## config.mk

```make
export PLATFORM = sky130hd
export DESIGN_NAME = clks_alot_half_rate_tracker
export DESIGN_NICKNAME = d
export VERILOG_FILES = /design/src/rtl/clks_alot_half_rate_tracker.sv
export SDC_FILE = /design/constraint.sdc
export NUM_CORES = 2
export LEC_CHECK = 0
export CORE_MARGIN = 1
export CORE_UTILIZATION = 40
export DETAILED_ROUTE_END_ITERATION = 7
export PLACE_DENSITY = 0.62
export REMOVE_ABC_BUFFERS = 1
export SLEW_MARGIN = 20
export SYNTH_ARGS = -nofsm -noshare
export SYNTH_HDL_FRONTEND = slang
export SYNTH_SLANG_ARGS = --single-unit
```

## constraint.sdc

```tcl
create_clock -name sys_clk -period 15 [get_ports sys_clk]
set_clock_uncertainty 0.2 [all_clocks]
set_input_delay 3 -clock sys_clk [delete_from_list [all_inputs] [get_ports sys_clk]]
set_output_delay 3 -clock sys_clk [all_outputs]
set_load 0.1 [all_outputs]
```

## src/rtl/clks_alot_half_rate_tracker.sv

```systemverilog
// Half-period measurement engine for the clks_alot recovery path.
// Measures every high and low half-period of the recovered clock in system
// clocks, band-checks each sample, block-averages in-band samples over a
// power-of-two depth, and tracks lock, pause and violation status.
module clks_alot_half_rate_tracker #(
  parameter int RATE_COUNTER_WIDTH       = 32,
  parameter int MAX_RATE_AVERAGING_DEPTH = 1024,
  parameter int MAX_AVG_DEPTH_WIDTH      = (MAX_RATE_AVERAGING_DEPTH > 1) ?
                                           $clog2(MAX_RATE_AVERAGING_DEPTH) : 1,
  parameter int LOCKIN_COUNTER_WIDTH     = 8,
  parameter int VIOLATION_COUNTER_WIDTH  = 8
) (
  input  logic                               sys_clk,
  input  logic                               sync_rst,
  input  logic                               clear_i,
  input  logic                               rising_edge_i,
  input  logic                               falling_edge_i,
  input  logic                               combine_halves_i,
  input  logic                               pausable_en_i,
  input  logic [MAX_AVG_DEPTH_WIDTH-1:0]     avg_depth_log2_i,
  input  logic [RATE_COUNTER_WIDTH-1:0]      minimum_band_minus_one_i,
  input  logic [RATE_COUNTER_WIDTH-1:0]      maximum_band_minus_one_i,
  input  logic [LOCKIN_COUNTER_WIDTH-1:0]    required_lockin_i,
  input  logic [RATE_COUNTER_WIDTH-1:0]      pause_limit_i,
  output logic [RATE_COUNTER_WIDTH-1:0]      high_rate_o,
  output logic [RATE_COUNTER_WIDTH-1:0]      low_rate_o,
  output logic                               rate_valid_o,
  output logic                               over_frequency_violation_o,
  output logic                               under_frequency_violation_o,
  output logic                               edge_collision_o,
  output logic                               locked_o,
  output logic                               pause_active_o,
  output logic [RATE_COUNTER_WIDTH-1:0]      pause_duration_o,
  output logic [VIOLATION_COUNTER_WIDTH-1:0] violation_count_o
);

  localparam int RCW      = RATE_COUNTER_WIDTH;
  localparam int MDW      = MAX_AVG_DEPTH_WIDTH;
  localparam int LCW      = LOCKIN_COUNTER_WIDTH;
  localparam int VCW      = VIOLATION_COUNTER_WIDTH;
  // Accumulator holds up to 2^MDW samples of RCW bits without overflow.
  localparam int ACCW     = RCW + MDW;
  // Sample counter must be able to hold the block length itself (2^depth).
  localparam int SCW      = MDW + 1;
  localparam int LOG2_MAX = (MAX_RATE_AVERAGING_DEPTH > 1) ?
                            $clog2(MAX_RATE_AVERAGING_DEPTH) : 0;
  localparam logic [MDW-1:0] DEPTH_MAX = MDW'(LOG2_MAX);

  // Accumulator slots: one per half plus the shared one for combined mode.
  localparam int ACC_HIGH = 0;
  localparam int ACC_LOW  = 1;
  localparam int ACC_COMB = 2;
  localparam int N_ACC    = 3;

  typedef enum logic [1:0] {
    ST_UNARMED,  // no reference edge yet; nothing is being timed
    ST_TRACK,    // timing the current half-period
    ST_PAUSED    // half exceeded the pause limit; next edge just restarts timing
  } track_state_e;

  // ---------------------------------------------------------------------------
  // State
  // ---------------------------------------------------------------------------
  track_state_e           r_state;
  logic [RCW-1:0]         r_cnt;
  logic                   r_pause_active;
  logic [RCW-1:0]         r_pause_duration;

  logic [ACCW-1:0]        r_acc   [N_ACC];
  logic [SCW-1:0]         r_scnt  [N_ACC];
  logic [MDW-1:0]         r_depth [N_ACC];
  logic                   r_combine_q;

  logic [RCW-1:0]         r_high_rate;
  logic [RCW-1:0]         r_low_rate;
  logic                   r_rate_valid;

  logic                   r_over;
  logic                   r_under;
  logic                   r_collision;
  logic [LCW-1:0]         r_lock_cnt;
  logic                   r_locked;
  logic [VCW-1:0]         r_viol_cnt;

  // ---------------------------------------------------------------------------
  // Edge decode and sample classification
  // ---------------------------------------------------------------------------
  logic                   w_clr;
  logic                   w_collision;
  logic                   w_single_edge;
  logic                   w_take_sample;
  logic                   w_is_high;
  logic                   w_over;
  logic                   w_under_sample;
  logic                   w_inband;
  logic                   w_pause_start;
  logic                   w_pause_viol;
  logic                   w_under;
  logic                   w_viol_event;
  logic                   w_toggle;
  logic [RCW-1:0]         w_cnt_inc;
  logic [RCW-1:0]         w_dur_inc;
  logic [LCW-1:0]         w_lock_cnt_next;
  logic [LCW-1:0]         w_lockin_req;
  logic [MDW-1:0]         w_depth_clamped;
  logic [N_ACC-1:0]       w_feed;

  assign w_clr          = sync_rst | clear_i;
  assign w_collision    = rising_edge_i & falling_edge_i;
  assign w_single_edge  = rising_edge_i ^ falling_edge_i;
  // Only a tracking counter closes a half; the arming edge and the edge that
  // ends a pause both restart timing without producing a sample.
  assign w_take_sample  = w_single_edge & (r_state == ST_TRACK);
  // A falling edge ends the high half.
  assign w_is_high      = falling_edge_i;

  // Over-frequency wins if the two bands are configured to overlap.
  assign w_over         = w_take_sample & (r_cnt <= minimum_band_minus_one_i);
  assign w_under_sample = w_take_sample & ~w_over & (r_cnt > maximum_band_minus_one_i);
  assign w_inband       = w_take_sample & ~w_over & ~w_under_sample;

  // Pause is declared at most once per half: only from the tracking state.
  assign w_pause_start  = (r_state == ST_TRACK) & ~(rising_edge_i | falling_edge_i) &
                          (pause_limit_i != '0) & (r_cnt >= pause_limit_i);
  assign w_pause_viol   = w_pause_start & ~pausable_en_i;
  assign w_under        = w_under_sample | w_pause_viol;
  assign w_viol_event   = w_over | w_under | w_collision;

  assign w_toggle       = combine_halves_i ^ r_combine_q;

  assign w_cnt_inc      = (r_cnt == '1) ? r_cnt : r_cnt + RCW'(1);
  assign w_dur_inc      = (r_pause_duration == '1) ? r_pause_duration
                                                   : r_pause_duration + RCW'(1);
  assign w_lock_cnt_next = (r_lock_cnt == '1) ? r_lock_cnt : r_lock_cnt + LCW'(1);
  assign w_lockin_req   = (required_lockin_i == '0) ? LCW'(1) : required_lockin_i;
  assign w_depth_clamped = (avg_depth_log2_i > DEPTH_MAX) ? DEPTH_MAX : avg_depth_log2_i;

  // A sample toggle cycle is discarded from averaging: the accumulators clear.
  assign w_feed[ACC_HIGH] = w_inband & ~combine_halves_i & w_is_high  & ~w_toggle;
  assign w_feed[ACC_LOW]  = w_inband & ~combine_halves_i & ~w_is_high & ~w_toggle;
  assign w_feed[ACC_COMB] = w_inband &  combine_halves_i              & ~w_toggle;

  // ---------------------------------------------------------------------------
  // Per-accumulator next-sum, effective depth and block completion
  // ---------------------------------------------------------------------------
  logic [ACCW-1:0]        w_acc_sum    [N_ACC];
  logic [MDW-1:0]         w_depth_eff  [N_ACC];
  logic [SCW-1:0]         w_block_len  [N_ACC];
  logic [RCW-1:0]         w_avg        [N_ACC];
  logic [N_ACC-1:0]       w_block_done;

  // Compute what each accumulator would do if fed the current sample.
  // NOTE: every signal driven here is assigned on every pass, so no latch is inferred.
  always_comb begin
    for (int i = 0; i < N_ACC; i++) begin
      // The first sample of a block uses the live depth; later samples use
      // the depth latched at block start.
      w_depth_eff[i]  = (r_scnt[i] == '0) ? w_depth_clamped : r_depth[i];
      w_acc_sum[i]    = r_acc[i] + ACCW'(r_cnt);
      w_block_len[i]  = SCW'(1) << w_depth_eff[i];
      w_block_done[i] = w_feed[i] & ((r_scnt[i] + SCW'(1)) == w_block_len[i]);
      w_avg[i]        = RCW'(w_acc_sum[i] >> w_depth_eff[i]);
    end
  end

  // ---------------------------------------------------------------------------
  // Half-period counter and pause tracking
  // ---------------------------------------------------------------------------
  // Arm on the first edge, time each half, declare and time pauses.
  // NOTE: sequential state uses non-blocking assignments so every flop samples pre-edge values.
  always_ff @(posedge sys_clk) begin
    if (w_clr) begin
      r_state          <= ST_UNARMED;
      r_cnt            <= '0;
      r_pause_active   <= 1'b0;
      r_pause_duration <= '0;
    end else if (w_collision) begin
      // Ambiguous edge: drop the timing reference; the next edge re-arms.
      r_state        <= ST_UNARMED;
      r_cnt          <= '0;
      r_pause_active <= 1'b0;
    end else begin
      unique case (r_state)
        ST_UNARMED: begin
          if (w_single_edge) begin
            r_state <= ST_TRACK;
            r_cnt   <= RCW'(1);
          end
        end
        ST_TRACK: begin
          if (w_single_edge) begin
            r_cnt <= RCW'(1);
          end else begin
            r_cnt <= w_cnt_inc;
            if (w_pause_start) begin
              r_state          <= ST_PAUSED;
              r_pause_active   <= 1'b1;
              r_pause_duration <= '0;
            end
          end
        end
        ST_PAUSED: begin
          if (w_single_edge) begin
            // Duration is left showing the length of the pause just ended.
            r_state        <= ST_TRACK;
            r_cnt          <= RCW'(1);
            r_pause_active <= 1'b0;
          end else begin
            r_cnt            <= w_cnt_inc;
            r_pause_duration <= w_dur_inc;
          end
        end
        default: begin
          r_state <= ST_UNARMED;
          r_cnt   <= '0;
        end
      endcase
    end
  end

  // Remember the previous combine setting to detect mode toggles.
  always_ff @(posedge sys_clk) begin
    r_combine_q <= combine_halves_i;
  end

  // ---------------------------------------------------------------------------
  // Block accumulators
  // ---------------------------------------------------------------------------
  // Accumulate in-band samples; clear each accumulator when its block completes.
  always_ff @(posedge sys_clk) begin
    if (w_clr || w_toggle) begin
      // NOTE: accumulators are a few flops, not RAM, so they are reset explicitly; clear and mode toggles must zero them.
      for (int i = 0; i < N_ACC; i++) begin
        r_acc[i]   <= '0;
        r_scnt[i]  <= '0;
        r_depth[i] <= '0;
      end
    end else begin
      for (int i = 0; i < N_ACC; i++) begin
        if (w_feed[i]) begin
          if (r_scnt[i] == '0) begin
            r_depth[i] <= w_depth_clamped;
          end
          if (w_block_done[i]) begin
            r_acc[i]  <= '0;
            r_scnt[i] <= '0;
          end else begin
            r_acc[i]  <= w_acc_sum[i];
            r_scnt[i] <= r_scnt[i] + SCW'(1);
          end
        end
      end
    end
  end

  // Publish a new average whenever a block completes.
  always_ff @(posedge sys_clk) begin
    if (w_clr) begin
      r_high_rate  <= '0;
      r_low_rate   <= '0;
      r_rate_valid <= 1'b0;
    end else begin
      if (w_block_done[ACC_HIGH]) begin
        r_high_rate <= w_avg[ACC_HIGH];
      end
      if (w_block_done[ACC_LOW]) begin
        r_low_rate <= w_avg[ACC_LOW];
      end
      if (w_block_done[ACC_COMB]) begin
        r_high_rate <= w_avg[ACC_COMB];
        r_low_rate  <= w_avg[ACC_COMB];
      end
      if (|w_block_done) begin
        r_rate_valid <= 1'b1;
      end
    end
  end

  // ---------------------------------------------------------------------------
  // Violations and lock
  // ---------------------------------------------------------------------------
  // Register violation pulses, count them saturating, and maintain lock.
  always_ff @(posedge sys_clk) begin
    if (w_clr) begin
      r_over      <= 1'b0;
      r_under     <= 1'b0;
      r_collision <= 1'b0;
      r_viol_cnt  <= '0;
      r_lock_cnt  <= '0;
      r_locked    <= 1'b0;
    end else begin
      r_over      <= w_over;
      r_under     <= w_under;
      r_collision <= w_collision;
      if (w_viol_event && (r_viol_cnt != '1)) begin
        r_viol_cnt <= r_viol_cnt + VCW'(1);
      end
      if (w_viol_event) begin
        r_lock_cnt <= '0;
        r_locked   <= 1'b0;
      end else if (w_inband) begin
        r_lock_cnt <= w_lock_cnt_next;
        r_locked   <= (w_lock_cnt_next >= w_lockin_req);
      end
    end
  end

  // ---------------------------------------------------------------------------
  // Outputs
  // ---------------------------------------------------------------------------
  assign high_rate_o                 = r_high_rate;
  assign low_rate_o                  = r_low_rate;
  assign rate_valid_o                = r_rate_valid;
  assign over_frequency_violation_o  = r_over;
  assign under_frequency_violation_o = r_under;
  assign edge_collision_o            = r_collision;
  assign locked_o                    = r_locked;
  assign pause_active_o              = r_pause_active;
  assign pause_duration_o            = r_pause_duration;
  assign violation_count_o           = r_viol_cnt;

endmodule

```

; ---- Word level (Yosys, flattened, before mapping)
; Memory sizes are Yosys's and may differ from the RTL's.
; Cells that the tools add are included.
[word_totals]
memories = 3
word_cells = 205
inputBits = 121
ram_bits = 189
out_inout_bits = 110
register_bits = 153
[memory_table]
columns = name, depth, word_bits, rd, rd_clocked_by_memory_dff, write_ports, line_no
row1 = r_acc, 3, 42, 3, 0, 3, 69  ; logic [ACCW-1:0] r_acc [N_ACC];
row2 = r_scnt, 3, 11, 3, 0, 3, 70  ; logic [SCW-1:0] r_scnt [N_ACC];
row3 = r_depth, 3, 10, 3, 0, 3, 71  ; logic [MDW-1:0] r_depth [N_ACC];
[op_classes]
n_reduce_logical = 20
n_eq_ne = 17
muxes = 80
shifts = 6
n_addsub = 10
magnitude_cmp = 5
n_bitwise = 50
[ops]
columns = operator, n
row1 = 2-to-1 mux 32 bit, 11
row2 = 2-to-1 mux 42 bit, 6
row3 = case mux 32 bit (2 select lines), 2
row4 = adder 42 x 32 -> 42 bit, 3
row5 = >> shifter 42 x 10 -> 32 bit, 3
row6 = 2-to-1 mux 10 bit, 7
row7 = 2-to-1 mux 11 bit, 6
row8 = adder 32 x 1 -> 32 bit (second input constant), 2
row9 = == test 32 bit (second input constant), 2
row10 = 2-to-1 mux 1 bit, 41
row11 = adder 11 x 1 -> 11 bit (second input constant), 3
row12 = == test 11 bit, 3
row13 = zero test 11 bit, 3
row14 = << shifter 1 x 10 -> 11 bit (first input constant), 3
row15 = greater-or-equal comparator 32 bit, 1
row16 = > comparator 32 bit, 1
row17 = less-or-equal comparator 32 bit, 1
row18 = nonzero test 32 bit, 1
row19 = AND 1 bit, 20
row20 = OR 1 bit, 20
row21 = adder 8 x 1 -> 8 bit (second input constant), 2
row22 = 2-to-1 mux 8 bit, 2
row23 = != test 2 bit (second input constant), 6
row24 = > comparator 10 x 4 -> 1 bit (second input constant), 1
row25 = other kinds (23), 38

; ---- Depth between registers and ports, before layout
[logic_depth]
ltp_word = 18
ltp_mapped = 20
depth_no_buf = 16

; ---- Worst setup path before layout
; No wires, ideal clock.
[synth_path]
kind = input-to-reg
startpoint = input port maximum_band_minus_one_i[31]
endpoint = memory r_acc[1][0] (netlist bit), enable pin
setup_ns = 0.412
arrival_ns = 6.220
stages = 11
path_buffers = 1
path_slack_ns = 8.168
required_ns = 14.388
cell_sequence = inv_1 ha_1 nand4_1 or4_1 nor3_1 a21oi_1 a21oi_1 o211a_1 clkbuf_1 nand2_1 nand2_1
[synth_lines]
columns = element, line_no
row1 = "start, declared", 22  ; input logic [RATE_COUNTER_WIDTH-1:0] maximum_band_minus_one_i,
row2 = "end, declared", 69

; ---- Worst setup path in the final report
[layout_path]
startpoint = input port avg_depth_log2_i[9]
endpoint = register r_high_rate[12], in the netlist high_rate_o[12]
[layout_between]
elab_chain_cells = 7
elab_cells_between_ends = 15
classes_between = order compare (1) / eq/ne (2) / shift (4) / mux (5) / bitwise (2) / reduce/logical (1)
[layout_rtl]
columns = element, line_no
row1 = "start, declared", 20  ; input logic [MAX_AVG_DEPTH_WIDTH-1:0] avg_depth_log2_i,
row2 = > comparator 10 x 4 -> 1 bit, 136  ; assign w_depth_clamped = (avg_depth_log2_i > DEPTH_MAX) ? DEPTH_MAX : avg_depth_log2_i;
row3 = 2-to-1 mux 10 bit *, 136
row4 = "parallel branches: the longest is 5 deep, another holds >> shifter 42 x 10 -> 32 bit", n/a
row5 = "end signal, assigned", 264  ; r_high_rate <= w_avg[ACC_HIGH];
row6 = "end signal, assigned", 270  ; r_high_rate <= w_avg[ACC_COMB];
row7 = "end, declared", 74  ; logic [RCW-1:0] r_high_rate;
; Mark *: on every way between the ends. The select of a mux whose other input is x is not followed.
; A chain may end at the register's enable or synchronous reset.

==> impl_metrics.py <==
metrics = {
    "run_status": {
        "outcome": "finished clean",
    },
    "critical_path": {
        "critPathTopFamily": "simple AND/OR/NAND/NOR gates",
        "cp_num_buf_inv": 3,
        "worstSetupPathType": "in -> reg",
        "crit_top_cell": "nand2_1",
        "cp_slowest_cell": "nor4_1",
        "crit_chain": "clkdlybuf4s50_1 > or4_1 > nor4_1 > mux2i_1 > buf_4 > nand2_1 > buf_4 > a2111oi_0 > o2bb2a_1 > nand4b_1 > nand2_1 > nor2_1 > nand2_1 > and3b_1 > a21oi_1",
        "cp_data_required_time_ns": 15.33,
        "slowest_delay_ns": 0.90,
        "crit_arrival_ns": 8.90,
        "setup.worst_path.end_class": "flip-flop",
        "worstPathMaxFanout": 34,
        "startpoint_type": "input port",
    },
    "clocking": {
        "holdBufCountCts": 0,
        "htree_levels": 2,
        "cts_num_sinks": 342,
        "worstSkewPairLatency_ns": 0.61,
        "cts_root_buf": "clkbuf_16",
        "clkTransAtPathRegs_ns": 0.06,
        "cts-buffers-inserted": 42,
        "cts_tree": "yes",
        "cts_buffer_depth": 3,
        "postCtsSetupRepairBufs": 0,
        "ctsResizeCount": 0,
    },
    "placed_design": {
        "place.gp.congestion": 1.02,
        "io_buffers": 230,
        "hpwl_um": 111000,
        "dp_cells": 5676,
    },
    "power": {
        "power_frac_seq_pct": 36.3,
        "power_frac_clock_pct": 36.1,
        "p_comb_share_pct": 27.6,
        "leakagePower_uw": 0.0148,
        "switchingPower_uw": 1010,
        "irDropWorstVdd_mv": 0.0774,
        "internal_power_uw": 1830,
        "p_per_area_nw_per_um2": 72.2,
        "p_sw_share_pct": 35.6,
        "fin_total_pwr_uw": 2830,
    },
    "layout": {
        "nets": 4917,
        "final_util_pct": 46.1,
        "multiInputGateArea_um2": 24200,
        "drive_above_1_share_pct": 5.92,
        "seqCellArea_um2": 8740,
        "fill_cells": 8619,
        "finalNonFillerCells": 5757,
        "syn2layout_area_growth_pct": 14.1,
    },
    "timing": {
        "rsz0062_at_grt": "false",
        "maxSlewViolCount": 0,
        "period_share_pct": 57.1,
        "tightest_slew_ns": 1.24,
        "min_period_ns": 8.57,
        "setup_viol": 0,
        "slew_headroom_pct": 16.6,
        "finalSetupTns_ns": 0,
        "fmax_ghz": 0.117,
        "hold_viol": 0,
    },
    "yosys": {
        "syn_avg_cell_area_um2": 7.72,
        "synth_top_area_share_pct": 16.5,
        "synth-seq-cells": 342,
        "synthArstFlopShare_pct": 0,
        "synth_common_cells": "nor2_1 (480), nand2_1 (406), a21oi_1 (336)",
        "synth-main-ff-cell": "edfxtp_1",
        "yosysMostFrequentCell": "nor2_1",
        "syn-cell-area_um2": 34400,
        "synthTopCellsByArea": "edfxtp_1 (17%), dfxtp_1 (8.9%), ha_1 (7.9%)",
        "syn-instance-count": 4455,
        "synth-warning-count": 0,
        "synth.largest_area_cell": "edfxtp_1",
        "ys_types": 109,
        "seq_area_frac_synth_pct": 25.4,
        "synth_edf_count": 189,
    },
    "global_route": {
        "grt_max_degree": 54,
        "grt_pass1_wl_um": 215000,
        "antenna_found_initial": 8,
        "first_global_vias": 33802,
        "grt_use_total_pct": 32.2,
        "grt_overflow": 0,
    },
    "drt": {
        "vias_per_cell": 6.51,
        "routedWlPerCell_um": 25.3,
        "dr_wl_met2_um": 59700,
        "wl_um": 146000,
        "routed.top_layer": "met5",
        "drtIter0Drc": 4766,
        "wl_met1_um": 64000,
        "drt_first_pass_iters": 6,
        "drtAntennaViolNets": 0,
        "wl_met3_um": 15800,
        "drc": 0,
        "vias": 37456,
    },
    "hold_path": {
        "hold_class": "reg -> reg",
    },
    "flow_run": {
        "maxCapViolations": 0,
    },
    "floorplan": {
        "pin_count": 231,
        "std_cell_rows": 107,
        "die-area_um2": 87100,
        "placeableCoreArea_um2": 85100,
        "initial_core_util_pct": 40.4,
        "die_x_um": 295,
        "die_h_um": 295,
    },
}
[flip-flops by register name, summed over array words and instances (netlist names), 2 cells and up]
register,flops
high_rate_o,32
low_rate_o,32
pause_duration_o,32
r_acc,126
r_cnt,32
r_depth,30
r_lock_cnt,8
r_scnt,33
r_state,2
violation_count_o,8
[per-stage QoR]
stage / hold WS [ns] / setup slack (ns) / cell area, um^2
floorplan: 0.249 / 6.88 / 33400
global placement: 0.267 / 6.33 / 37900
detailed placement: 0.275 / 6.25 / 37900
CTS: 0.283 / 6.85 / 39200
global route: 0.303 / 6.43 / 39200
finish: 0.280 / 6.43 / 39200
[tightest hold or removal path, delay by kind of cell (launching register included)]
| family | cells | cell delay (ns) |
|---|---|---|
| flip-flops | 1 | 0.32 |
| AO/OA/AOI/OAI | 1 | 0.05 |
| AND/OR/NAND/NOR | 1 | 0.06 |
[worst paths after layout]
| check | cells after the start | slack (ns) | start | to |
|---|---|---|---|---|
| worst min register to register | 2 | 0.28 | r_lock_cnt[6]$_SDFFE_PP0N_ | r_lock_cnt[6]$_SDFFE_PP0N_ |
| worst max register to register | 14 | 8.61 | r_cnt[28]$_SDFFE_PP0P_ | low_rate_o[18]$_SDFFE_PP0P_ |
| worst min-delay path | 2 | 0.28 | r_lock_cnt[6]$_SDFFE_PP0N_ | r_lock_cnt[6]$_SDFFE_PP0N_ |
| worst max-delay path | 15 | 6.43 | avg_depth_log2_i[9] | high_rate_o[12]$_SDFFE_PP0P_ |
[per-layer routing]
layer	up-vias	track usage (%)
li1	17187	-
met1	17857	45.8
met2	2061	46.4
met3	333	7.69
met4	18	12.3
met5	-	0
[cell usage in the layout (no fill, tap or decap), types with 27 or more instances in the layout]
cell / n
nand4_1: 129
a211oi_1: 79
buf_4: 82
xnor2_1: 90
a221oi_1: 32
inv_1: 162
ha_1: 217
o21a_1: 49
clkbuf_16: 43
and2_1: 59
o211ai_1: 87
clkdlybuf4s50_1: 230
nand2_1: 403
edfxtp_1: 189
a21oi_1: 334
and3_1: 58
nor4_1: 54
nand3_1: 143
o22ai_1: 50
or3_1: 46
and4_1: 28
a21o_1: 57
o221ai_1: 31
a22oi_1: 43
a31oi_1: 51
nor3_1: 139
nor2b_1: 53
dfxtp_1: 153
xor2_1: 93
nand2b_1: 27
nor2_1: 478
mux2i_1: 97
o21ai_0: 292
[area by class of cell]
type,instances,area share [%]
antenna,4,0.0255
clock buffer,62,3.05
clock inverter,15,0.345
inverter,162,1.55
multi-input combinational,3716,61.7
sequential,342,22.3
tap,1144,3.65
timing repair buffer,312,7.44
[cell families after synthesis]
| group | count (synthesis) | synth area share [%] |
|---|---|---|
| AND/OR/NAND/NOR | 1704 | 24.1 |
| XOR/XNOR | 183 | 4.66 |
| other | 1 | 0.0109 |
| AO/OA/AOI/OAI | 1455 | 28.8 |
| buffers and inverters | 414 | 4.78 |
| adder cells (fa/ha/maj) | 220 | 8.07 |
| flip-flops | 342 | 25.4 |
| multiplexers | 136 | 4.18 |
[power by group through the flow]
stage / registers, uW / clock network (uW) / logic [uW]
global placement: 1050 / 0 / 750
detailed placement: 1050 / 0 / 744
global route: 1030 / 1080 / 820
floorplan: 1040 / 0 / 466
CTS: 1030 / 1040 / 747
finish: 1030 / 1020 / 781
(Power assumes the default switching activity.)
